File: config.mk
export PLATFORM = sky130hd
export DESIGN_NAME = gray_decoder
export DESIGN_NICKNAME = d
export VERILOG_FILES = /design/src/rtl/gray_decoder.sv
export SDC_FILE = /design/constraint.sdc
export NUM_CORES = 1
export LEC_CHECK = 0
export CAP_MARGIN = 20
export CORE_ASPECT_RATIO = 0.6
export CORE_MARGIN = 2
export CORE_UTILIZATION = 35
export DETAILED_ROUTE_END_ITERATION = 8
export HOLD_SLACK_MARGIN = 0.06
export PLACE_DENSITY = 0.56
export SETUP_SLACK_MARGIN = 0.2
export SLEW_MARGIN = 20
export SYNTH_ARGS = -nofsm -noshare
export SYNTH_HDL_FRONTEND = slang
export SYNTH_SLANG_ARGS = --single-unit
File: constraint.sdc
create_clock -name clk -period 6 [get_ports clk]
set_input_delay 1.2 -clock clk [delete_from_list [all_inputs] [get_ports clk]]
set_output_delay 1.2 -clock clk [all_outputs]
set_load 0.05 [all_outputs]
File: src/rtl/gray_decoder.sv
// Gray-code count receiver: decodes each sample to binary, checks that it is
// the successor of the previous one, and tracks lock, wrap and error status.
module gray_decoder #(
    parameter int CBITS  = 11,
    parameter int ECBITS = 8
) (
    input  logic              clk,
    input  logic              rst,
    input  logic [CBITS-1:0]  gray_in,
    input  logic              gray_vld,
    output logic [CBITS-1:0]  bin_out,
    output logic              bin_vld,
    output logic              locked,
    output logic              err,
    output logic              wrap,
    output logic [ECBITS-1:0] err_cnt
);

    typedef enum logic [1:0] {
        IDLE = 2'd0,
        ACQ  = 2'd1,
        LOCK = 2'd2
    } state_t;

    state_t           state;
    logic [CBITS-1:0] ref_q;
    logic [CBITS-1:0] bin;
    logic             succ;

    // Prefix XOR from the MSB down
    always_comb begin
        bin = '0;
        bin[CBITS-1] = gray_in[CBITS-1];
        for (int i = CBITS - 2; i >= 0; i--) begin
            bin[i] = bin[i+1] ^ gray_in[i];
        end
    end

    assign succ   = (bin == ref_q + CBITS'(1));
    assign locked = (state == LOCK);

    always_ff @(posedge clk or posedge rst) begin
        if (rst) begin
            state   <= IDLE;
            ref_q   <= '0;
            bin_out <= '0;
            bin_vld <= 1'b0;
            err     <= 1'b0;
            wrap    <= 1'b0;
            err_cnt <= '0;
        end else begin
            bin_vld <= 1'b0;
            err     <= 1'b0;
            wrap    <= 1'b0;
            if (gray_vld) begin
                bin_out <= bin;
                bin_vld <= 1'b1;
                ref_q   <= bin;
                unique case (state)
                    IDLE: state <= ACQ;
                    ACQ: begin
                        if (succ) state <= LOCK;
                    end
                    LOCK: begin
                        if (succ) begin
                            wrap <= (bin == '0);
                        end else begin
                            err   <= 1'b1;
                            state <= ACQ;
                            if (err_cnt != '1) err_cnt <= err_cnt + ECBITS'(1);
                        end
                    end
                    default: state <= IDLE;
                endcase
            end
        end
    end

endmodule
==> results of run 1 <==
[cell type report]
| cell class | count | area (um^2) |
|---|---|---|
| inverters | 8 | 30.0 |
| multi-input cells | 112 | 938 |
| well taps | 60 | 75.1 |
| flip-flops and latches | 24 | 601 |
| fillers | 385 | 2060 |
| clock buffers | 3 | 41.3 |
| clock inverters | 1 | 30.0 |
| repair buffers | 41 | 418 |
[logic make-up after synthesis]
group / count (synthesis)
simple gates: 43
compound gates: 27
xor+xnor: 26
flops: 24
buf+inv: 10
mux: 9
fa+ha+maj: 7
[path summary, 6_finish.rpt]
path | start | to | slack (ps)
worst max-delay path | gray_in[10] | err_cnt[1] | 480
worst min-delay path | err_cnt[4] | err_cnt[4] | 510
worst max register to register | bin_out[0] | err_cnt[1] | 3660
worst min register to register | err_cnt[4] | err_cnt[4] | 510
max in group asynchronous | rst | bin_out[2] | 4410
min in group asynchronous | rst | bin_out[9] | 1180
[Yosys cell counts]
library cell and number:
nand2_1 7, mux2_2 6, nor2b_1 3, mux2_1 1, inv_1 8, and3_1 4
a21boi_1 1, xor3_1 3, xor3_2 1, nand2_2 1, a221o_1 1, dfrtp_1 24
a21oi_1 13, mux2_4 1, a22o_1 2, nor3_1 2, nor4_1 4, o21ai_1 1
nand4_2 1, o211a_1 1, a31oi_1 1, o211ai_1 3, nor2_1 7, ha_1 7
or2_2 1, nand4_1 1, xor2_1 11, mux2i_1 1, clkbuf_1 2, a31o_2 1
xnor2_1 11, a41oi_2 1, and2_1 1, nand3_1 8, nand4b_1 1, o31ai_1 1
nand2b_1 2, o41ai_4 1
[sequential cells by signal (all words and copies together) (netlist names)]
| name | count |
|---|---|
| bin_out | 11 |
| bin_vld | 1 |
| err | 1 |
| err_cnt | 8 |
| state | 2 |
| wrap | 1 |
[stage by stage]
step                       util  cells  total power [mW]  cell area (um^2)  setup slack (ps)
after global routing      0.509    249             0.792              2130               217
after floorplan               -    146             0.491              1550               849
after detailed placement  0.480    244             0.599              2010             -12.2
after global placement    0.480    244             0.597              2010               177
final                     0.509    249             0.750              2130               479
after CTS                 0.497    248             0.745              2080               247
[power by group through the flow]
stage	Sequential, mW	Clock [mW]	Combinational [mW]
detailed placement	0.229	0	0.370
global placement	0.227	0	0.370
global route	0.231	0.156	0.405
CTS	0.225	0.148	0.372
floorplan	0.300	0	0.190
finish	0.226	0.144	0.380
[worst max-delay path, stage by stage]
cell,delay (ps)
clkdlybuf4s50_1,580
xnor2_2,150
ha_2,350
xnor2_1,220
ha_1,330
xnor2_1,220
ha_1,340
xnor2_1,240
ha_1,330
xnor2_2,230
ha_1,280
xnor2_1,130
a21oi_1,130
o211ai_1,200
o41ai_4,300
nand2_2,130
mux2_4,310
[per-layer routing]
layer  global-route usage  routed length [um]  vias up
met2                0.224                1630       23
met3               0.0420                 145        2
li1                     -                   -      614
met5                    0                   0        -
met1                0.229                1920      594
met4               0.0286                  10        0
==> impl_metrics.py, run 1 <==
metrics = {
    "run_status": {
        "status": "finished clean",
    },
    "cts": {
        "clk_pin_slew_worst_paths_ps": 90,
        "holdBufCountCts": 0,
        "numClockSinks": 24,
        "numCtsBuffers": 3,
        "cts-root-buf": "clkbuf_8",
        "cts_buffer_depth": 2,
        "post_cts_buffers": 0,
        "htreeDepth": 1,
        "cts_tree": "built",
        "cts_resized": 0,
        "clock_latency_ps": 270,
    },
    "power_and_ir_drop": {
        "p_int_mw": 0.437,
        "p_seq_frac": 0.301,
        "combPwrFrac": 0.507,
        "leakage_nw": 0.942,
        "clockPowerShare": 0.193,
        "power.share.switching": 0.417,
        "switching_power_mw": 0.313,
        "ir_worst_vdd_uv": 143,
        "powerDensity_mw_per_mm2": 352,
    },
    "global_routing": {
        "grt_pass1_wl_mm": 6.18,
        "grt_max_degree": 25,
        "track_usage": 0.153,
        "grt_pass1_vias": 1257,
        "overflow": 0,
        "antenna_found_initial": 0,
    },
    "routing": {
        "ant_nets": 0,
        "routed_wl_mm": 3.71,
        "dr_total_vias": 1233,
        "drc": 0,
        "drt_iter0_markers": 44,
        "vias_per_cell": 4.95,
        "wire_per_inst_um": 14.9,
        "dr.pass1.iters": 4,
    },
    "synth": {
        "syn_inst": 146,
        "synth_mux_area_frac": 0.0669,
        "avgSynthCellArea_um2": 10.6,
        "synth_compound_area_frac": 0.131,
        "yosys.area_share.xor_xnor": 0.186,
        "synth_top_family_by_area": "XOR/XNOR gates",
        "synth_area_leaders": "dfrtp_1, xnor2_1, xor2_1",
        "yosys_warnings": 0,
        "synth.top_cell.area_share": 0.387,
        "synth-seq-cells": 24,
        "ys_seq_area_frac": 0.387,
        "netlist_area_mm2": 0.00155,
        "synthSimpleGateAreaFrac": 0.148,
        "yosys.area.top_type": "dfrtp_1",
        "syn-num-nets": 167,
        "synth_fa_ha_area_frac": 0.0564,
        "synth_cell_types": 38,
    },
    "sta": {
        "whs_ps": 510,
        "slew_headroom": 0.428,
        "finalSetupViolations": 0,
        "drv_slew": 0,
        "rsz0062_at_grt": "false",
        "final-hold-violation-count": 0,
        "layout_min_cycle_time_ps": 5520,
        "worstMarginPinSlew_ps": 856,
        "fin_crit_sh": 0.920,
        "fmax_mhz": 181,
        "fin_skew_ps": 9.45,
        "setup_tns_ps": 0,
    },
    "critical_path": {
        "path_class": "input port to flop",
        "path_max_fanout": 6,
        "cp_data_arrival_time_ps": 5680,
        "crit_path_start_kind": "input port",
        "endpoint_kind": "flop",
        "r2r_cells": 7,
        "cp_data_required_time_ps": 6160,
    },
    "job": {
        "cap_viol_max_count": 0,
    },
    "place": {
        "portBuffers": 36,
        "gp_routability_congestion": 0.830,
        "dp_hpwl_mm": 2.86,
    },
    "min_path": {
        "hp-class": "flop to flop",
        "min_delay_path_depth": 1,
    },
    "die": {
        "io_pins": 37,
        "dieArea_mm2": 0.00500,
        "start_util": 0.371,
        "rows": 18,
        "die_y_um": 55.6,
        "coreArea_mm2": 0.00419,
        "die_x_um": 90.0,
    },
    "final_layout": {
        "finalNetCount": 211,
        "layout_commonest_cell": "clkdlybuf4s50_1",
        "final_layout_size_suffix_gt1_frac": 0.143,
        "final_cell_mix": "clkdlybuf4s50_1, dfrtp_1, a21oi_1",
        "area_delta_synth_final_pct": 37.4,
        "n_antenna_cell": 0,
    },
}
(Power assumes the default switching activity.)
==> inputs of run 2 (changes only) <==
--- a/config.mk
+++ b/config.mk
@@ -12,7 +12,7 @@
 export DETAILED_ROUTE_END_ITERATION = 8
 export HOLD_SLACK_MARGIN = 0.06
 export PLACE_DENSITY = 0.56
-export SETUP_SLACK_MARGIN = 0.2
+export SETUP_SLACK_MARGIN = 0.3
 export SLEW_MARGIN = 20
 export SYNTH_ARGS = -nofsm -noshare
 export SYNTH_HDL_FRONTEND = slang
==> run 2 against run 1 <==
Net effect: sequential power about the same; combinational power up 2%; largest cell class unchanged; non-clock buffer count unchanged; core utilization up 0.48 points; register-to-register slack about the same; setup slack better by 24 ps; wire length up 0.35%; sequential cell count unchanged; highest routed layer unchanged; clock-buffer cell count unchanged; cell count unchanged; clock skew down 3.4 ps; total power up 0.75%.
==> impl_metrics.py, run 2 (synthesis results as in run 1) <==
metrics = {
    "global_routing": {
        "grt_max_degree": 25,
        "grt_pass1_vias": 1257,
        "track_usage": 0.153,
        "grt_pass1_wl_mm": 6.18,
        "overflow": 0,
        "antenna_found_initial": 0,
    },
    "die": {
        "io_pins": 37,
        "coreArea_mm2": 0.00419,
        "rows": 18,
        "die_y_um": 55.6,
        "dieArea_mm2": 0.00500,
        "start_util": 0.371,
        "die_x_um": 90.0,
    },
    "cts": {
        "cts_tree": "built",
        "htreeDepth": 1,
        "clk_pin_slew_worst_paths_ps": 90,
        "numClockSinks": 24,
        "numCtsBuffers": 3,
        "cts-root-buf": "clkbuf_8",
        "holdBufCountCts": 0,
        "cts_buffer_depth": 2,
        "post_cts_buffers": 0,
        "clock_latency_ps": 270,
    },
    "sta": {
        "worstMarginPinSlew_ps": 855,
        "drv_slew": 0,
        "fin_crit_sh": 0.916,
        "setup_tns_ps": 0,
        "fmax_mhz": 182,
        "final-hold-violation-count": 0,
        "finalSetupViolations": 0,
        "fin_skew_ps": 6.08,
        "slew_headroom": 0.428,
        "rsz0062_at_grt": "false",
        "layout_min_cycle_time_ps": 5500,
        "setup_ws_ps": 503,
    },
    "power_and_ir_drop": {
        "leakage_nw": 0.950,
        "powerDensity_mw_per_mm2": 351,
        "power.total_mw": 0.756,
        "ir_worst_vdd_uv": 143,
    },
    "critical_path": {
        "cpLargestDelayFamily": "adder cells",
        "crit_path_start_kind": "input port",
        "cp_data_arrival_time_ps": 5660,
        "critPathMaxStageDelay_ps": 590,
        "path_max_fanout": 6,
        "worst-r2r-setup-slack_ps": 3660,
        "endpoint_kind": "flop",
        "cp_cell_sequence": "clkdlybuf4s50_1 -> xnor2_2 -> ha_2 -> xnor2_2 -> ha_2 -> xnor2_1 -> ha_2 -> xnor2_2 -> ha_1 -> xnor2_2 -> ha_1 -> xnor2_1 -> a21oi_1 -> o211ai_1 -> nor4_2 -> a21oi_1 -> mux2_1",
        "r2r_cells": 7,
        "rr_startpoint": "bin_out[0]",
        "worst_path_most_repeated_cell": "xnor2_2",
        "r2r-end": "err_cnt[1]",
        "cp_data_required_time_ps": 6160,
        "cp-startpoint": "gray_in[10]",
        "critPathBufInv": 1,
        "path_depth": 17,
        "slowest_stage": "clkdlybuf4s50_1",
        "path_class": "input port to flop",
    },
    "place": {
        "gp_routability_congestion": 0.830,
        "dp_hpwl_mm": 2.86,
        "dp_slack_ps": -12.2,
        "portBuffers": 36,
        "placed_cells": 244,
        "dpl_cell_area_mm2": 0.00201,
    },
    "final_layout": {
        "largest_reg_flops": 11,
        "final_layout_size_suffix_gt1_frac": 0.164,
        "layout.area.seq_um2": 601,
        "reg.largest.list": "bin_out x11, err_cnt x8, state x2",
        "finalNetCount": 211,
        "stdcell_area_mm2": 0.00215,
        "layout_commonest_cell": "clkdlybuf4s50_1",
        "final_cell_mix": "clkdlybuf4s50_1, dfrtp_1, a21oi_1",
        "largest_register": "bin_out",
        "final_cells": 249,
        "n_antenna_cell": 0,
        "nFillCells": 379,
        "area_delta_synth_final_pct": 38.7,
        "multiInputGateArea_um2": 958,
    },
    "routing": {
        "dr_total_vias": 1239,
        "dr.pass1.iters": 4,
        "drc": 0,
        "routed_wl_mm": 3.72,
        "wire_per_inst_um": 14.9,
        "vias_per_cell": 4.98,
        "drt_iter0_markers": 49,
        "ant_nets": 0,
    },
    "min_path": {
        "hp-class": "flop to flop",
        "min_delay_path_depth": 1,
        "hold_path_end": "err_cnt[4]",
        "min-delay-start": "err_cnt[4]",
    },
    "job": {
        "cap_viol_max_count": 0,
    },
    "run_status": {
        "status": "finished clean",
    },
}
-- run 2: cell counts in the layout (fill, tap and decap cells not counted) --
Identical to the previous run, type by type.
-- run 2: what timing repair did --
item | 4_1_cts | 5_1_grt
gates resized for setup | 1 | 7
endpoints found under the setup margin | 1 | 11
cloned | 0 | 0
-- run 2: power by group --
group	internal [mW]	total (mW)	leakage (nW)	switching, mW
Clock	0.0892	0.143	0.0357	0.0541
Sequential	0.185	0.226	0.300	0.0415
Combinational	0.167	0.386	0.615	0.219
-- run 2: final cells by class --
cell class                      count  share of cell area
Multi-Input combinational cell    112               0.445
Sequential cell                    24               0.279
Timing Repair Buffer               41               0.194
Tap cell                           60              0.0349
Clock buffer                        3              0.0192
Clock inverter                      1              0.0139
Inverter                            8              0.0139
-- run 2: routing by layer --
metal | vias up | part of all wire | GRT usage | wire length (um)
met5 | - | 0 | 0 | 0
li1 | 613 | - | - | -
met1 | 599 | 0.52 | 0.229 | 1930
met3 | 2 | 0.045 | 0.0420 | 166
met4 | 0 | 0.0040 | 0.0286 | 15
met2 | 25 | 0.43 | 0.224 | 1610
-- run 2: stage by stage --
step	util	hold WS, ps
2_1_floorplan	-	485
3_3_place_gp	0.480	488
3_5_place_dp	0.480	505
4_1_cts	0.499	523
5_1_grt	0.514	549
6_report	0.514	510
-- run 2: worst max-delay path by stage --
stage	end	slack, ps
after detailed placement	err_cnt[6]	-10
final	err_cnt[6]	500
after floorplan	err_cnt[1]	850
after CTS	err_cnt[6]	380
after global placement	err_cnt[6]	180
after global routing	err_cnt[2]	300
==> inputs of run 3 (changes only) <==
--- a/config.mk
+++ b/config.mk
@@ -10,6 +10,7 @@
 export CORE_MARGIN = 2
 export CORE_UTILIZATION = 35
 export DETAILED_ROUTE_END_ITERATION = 8
+export GPL_TIMING_DRIVEN = 0
 export HOLD_SLACK_MARGIN = 0.06
 export PLACE_DENSITY = 0.56
 export SETUP_SLACK_MARGIN = 0.3
==> run 3 against run 2 <==
Net effect: sequential cell count is the same; global-route usage grew 0.42 points; core utilization shrank 0.51 points; setup slack gained 21 ps; critical path type unchanged.
==> impl_metrics.py, run 3 (synthesis results as in run 1) <==
metrics = {
    "run_status": {
        "status": "finished clean",
    },
    "routing": {
        "drc": 0,
        "dr.pass1.iters": 5,
        "routed_wl_mm": 3.82,
        "ant_nets": 0,
        "drt_iter0_markers": 55,
        "vias_per_cell": 5.09,
        "dr_total_vias": 1262,
        "wire_per_inst_um": 15.4,
    },
    "place": {
        "dp_slack_ps": -422,
        "dp_hpwl_mm": 2.85,
        "dpl_cell_area_mm2": 0.00199,
        "portBuffers": 36,
        "placed_cells": 242,
        "gp_routability_congestion": 0.806,
    },
    "sta": {
        "slew_headroom": 0.400,
        "fmax_mhz": 183,
        "rsz0062_at_grt": "false",
        "finalSetupViolations": 0,
        "final-hold-violation-count": 0,
        "layout_min_cycle_time_ps": 5480,
        "setup_tns_ps": 0,
        "fin_skew_ps": 10.7,
        "drv_slew": 0,
        "fin_crit_sh": 0.913,
        "worstMarginPinSlew_ps": 894,
        "setup_ws_ps": 524,
    },
    "critical_path": {
        "critPathMaxStageDelay_ps": 440,
        "worst_path_most_repeated_cell": "xnor2_2",
        "cp_cell_sequence": "clkdlybuf4s50_1 -> xnor2_2 -> ha_4 -> xnor2_2 -> ha_1 -> xnor2_2 -> ha_2 -> xnor2_2 -> ha_1 -> xnor2_2 -> ha_1 -> xnor2_1 -> a21oi_1 -> o211ai_1 -> o41ai_4 -> nand2_2 -> mux2_4",
        "endpoint_kind": "flop",
        "slowest_stage": "clkdlybuf4s50_1",
        "path_max_fanout": 6,
        "cp_data_required_time_ps": 6160,
        "crit_path_start_kind": "input port",
        "critPathBufInv": 1,
        "cp_data_arrival_time_ps": 5640,
        "cpLargestDelayFamily": "adder cells",
        "path_class": "input port to flop",
    },
    "die": {
        "dieArea_mm2": 0.00500,
        "rows": 18,
        "coreArea_mm2": 0.00419,
        "start_util": 0.371,
        "io_pins": 37,
        "die_y_um": 55.6,
        "die_x_um": 90.0,
    },
    "final_layout": {
        "reg.largest.list": "bin_out x11, err_cnt x8, state x2",
        "nFillCells": 384,
        "area_delta_synth_final_pct": 37.3,
        "multiInputGateArea_um2": 973,
        "largest_reg_flops": 11,
        "stdcell_area_mm2": 0.00213,
        "largest_register": "bin_out",
        "final_layout_size_suffix_gt1_frac": 0.149,
        "final_cells": 248,
        "finalNetCount": 210,
        "layout.area.seq_um2": 601,
        "n_antenna_cell": 0,
        "layout_commonest_cell": "clkdlybuf4s50_1",
        "final_cell_mix": "clkdlybuf4s50_1, dfrtp_1, a21oi_1",
        "utilization": 0.509,
    },
    "cts": {
        "cts-root-buf": "clkbuf_8",
        "numCtsBuffers": 3,
        "htreeDepth": 1,
        "clock_latency_ps": 280,
        "cts_tree": "built",
        "cts_buffer_depth": 2,
        "clk_pin_slew_worst_paths_ps": 100,
        "holdBufCountCts": 0,
        "numClockSinks": 24,
    },
    "power_and_ir_drop": {
        "powerDensity_mw_per_mm2": 356,
        "ir_worst_vdd_uv": 209,
        "leakage_nw": 0.936,
    },
    "global_routing": {
        "track_usage": 0.158,
        "antenna_found_initial": 0,
        "grt_pass1_wl_mm": 6.21,
        "overflow": 0,
        "grt_pass1_vias": 1230,
        "grt_max_degree": 25,
    },
    "job": {
        "cap_viol_max_count": 0,
    },
    "min_path": {
        "hp-class": "flop to flop",
    },
}
[run 3: path summary, 6_finish.rpt]
| check | slack, ps | cells past startpoint | startpoint | to |
|---|---|---|---|---|
| min | 500 | 1 | err_cnt[4] | err_cnt[4] |
| min in group asynchronous | 1300 | 2 | rst | bin_out[7] |
| max in group asynchronous | 4270 | 2 | rst | err_cnt[7] |
| max reg2reg | 3660 | 7 | bin_out[0] | err_cnt[1] |
| max | 520 | 17 | gray_in[9] | err_cnt[1] |
| min reg2reg | 500 | 1 | err_cnt[4] | err_cnt[4] |
[run 3: stage by stage]
step / hold slack, ps / power [mW]
floorplan: 485 / 0.491
global placement: 479 / 0.588
detailed placement: 487 / 0.597
CTS: 505 / 0.760
global route: 541 / 0.800
finish: 504 / 0.760
[run 3: cell type report]
class                      instances  area share
sequential                        24       0.282
tap                               60      0.0352
timing repair buffer              38       0.175
clock inverter                     1      0.0141
clock buffer                       3      0.0194
multi-input combinational        112       0.457
buffer                             2     0.00352
inverter                           8      0.0141
[run 3: worst reg2reg max path, cell delays in order, from the launching register on]
cell,delay (ps)
dfrtp_1,450
ha_1,300
nand3_1,120
or2_2,310
o31ai_1,310
a221o_1,330
nand2_2,110
mux2_4,310
[run 3: repair_timing]
action	CTS	global route
resized for setup	8	2
buffers inserted	2	0
setup endpoints to repair	12	11
pin swaps	3	2
[run 3: report_power, final]
group          total [mW]  internal (mW)  switching (mW)  leakage, nW
logic               0.388          0.166           0.222        0.601
registers           0.226          0.185          0.0413        0.300
clock network       0.145         0.0893          0.0562       0.0357
total               0.760          0.440           0.319        0.936
[run 3: metal layers]
| layer | up-vias | share of wire | track usage |
|---|---|---|---|
| met1 | 620 | 0.52 | 0.240 |
| met3 | 2 | 0.041 | 0.0434 |
| met2 | 28 | 0.43 | 0.227 |
| met5 | - | 0 | 0 |
| li1 | 612 | - | - |
| met4 | 0 | 0.0026 | 0.0242 |
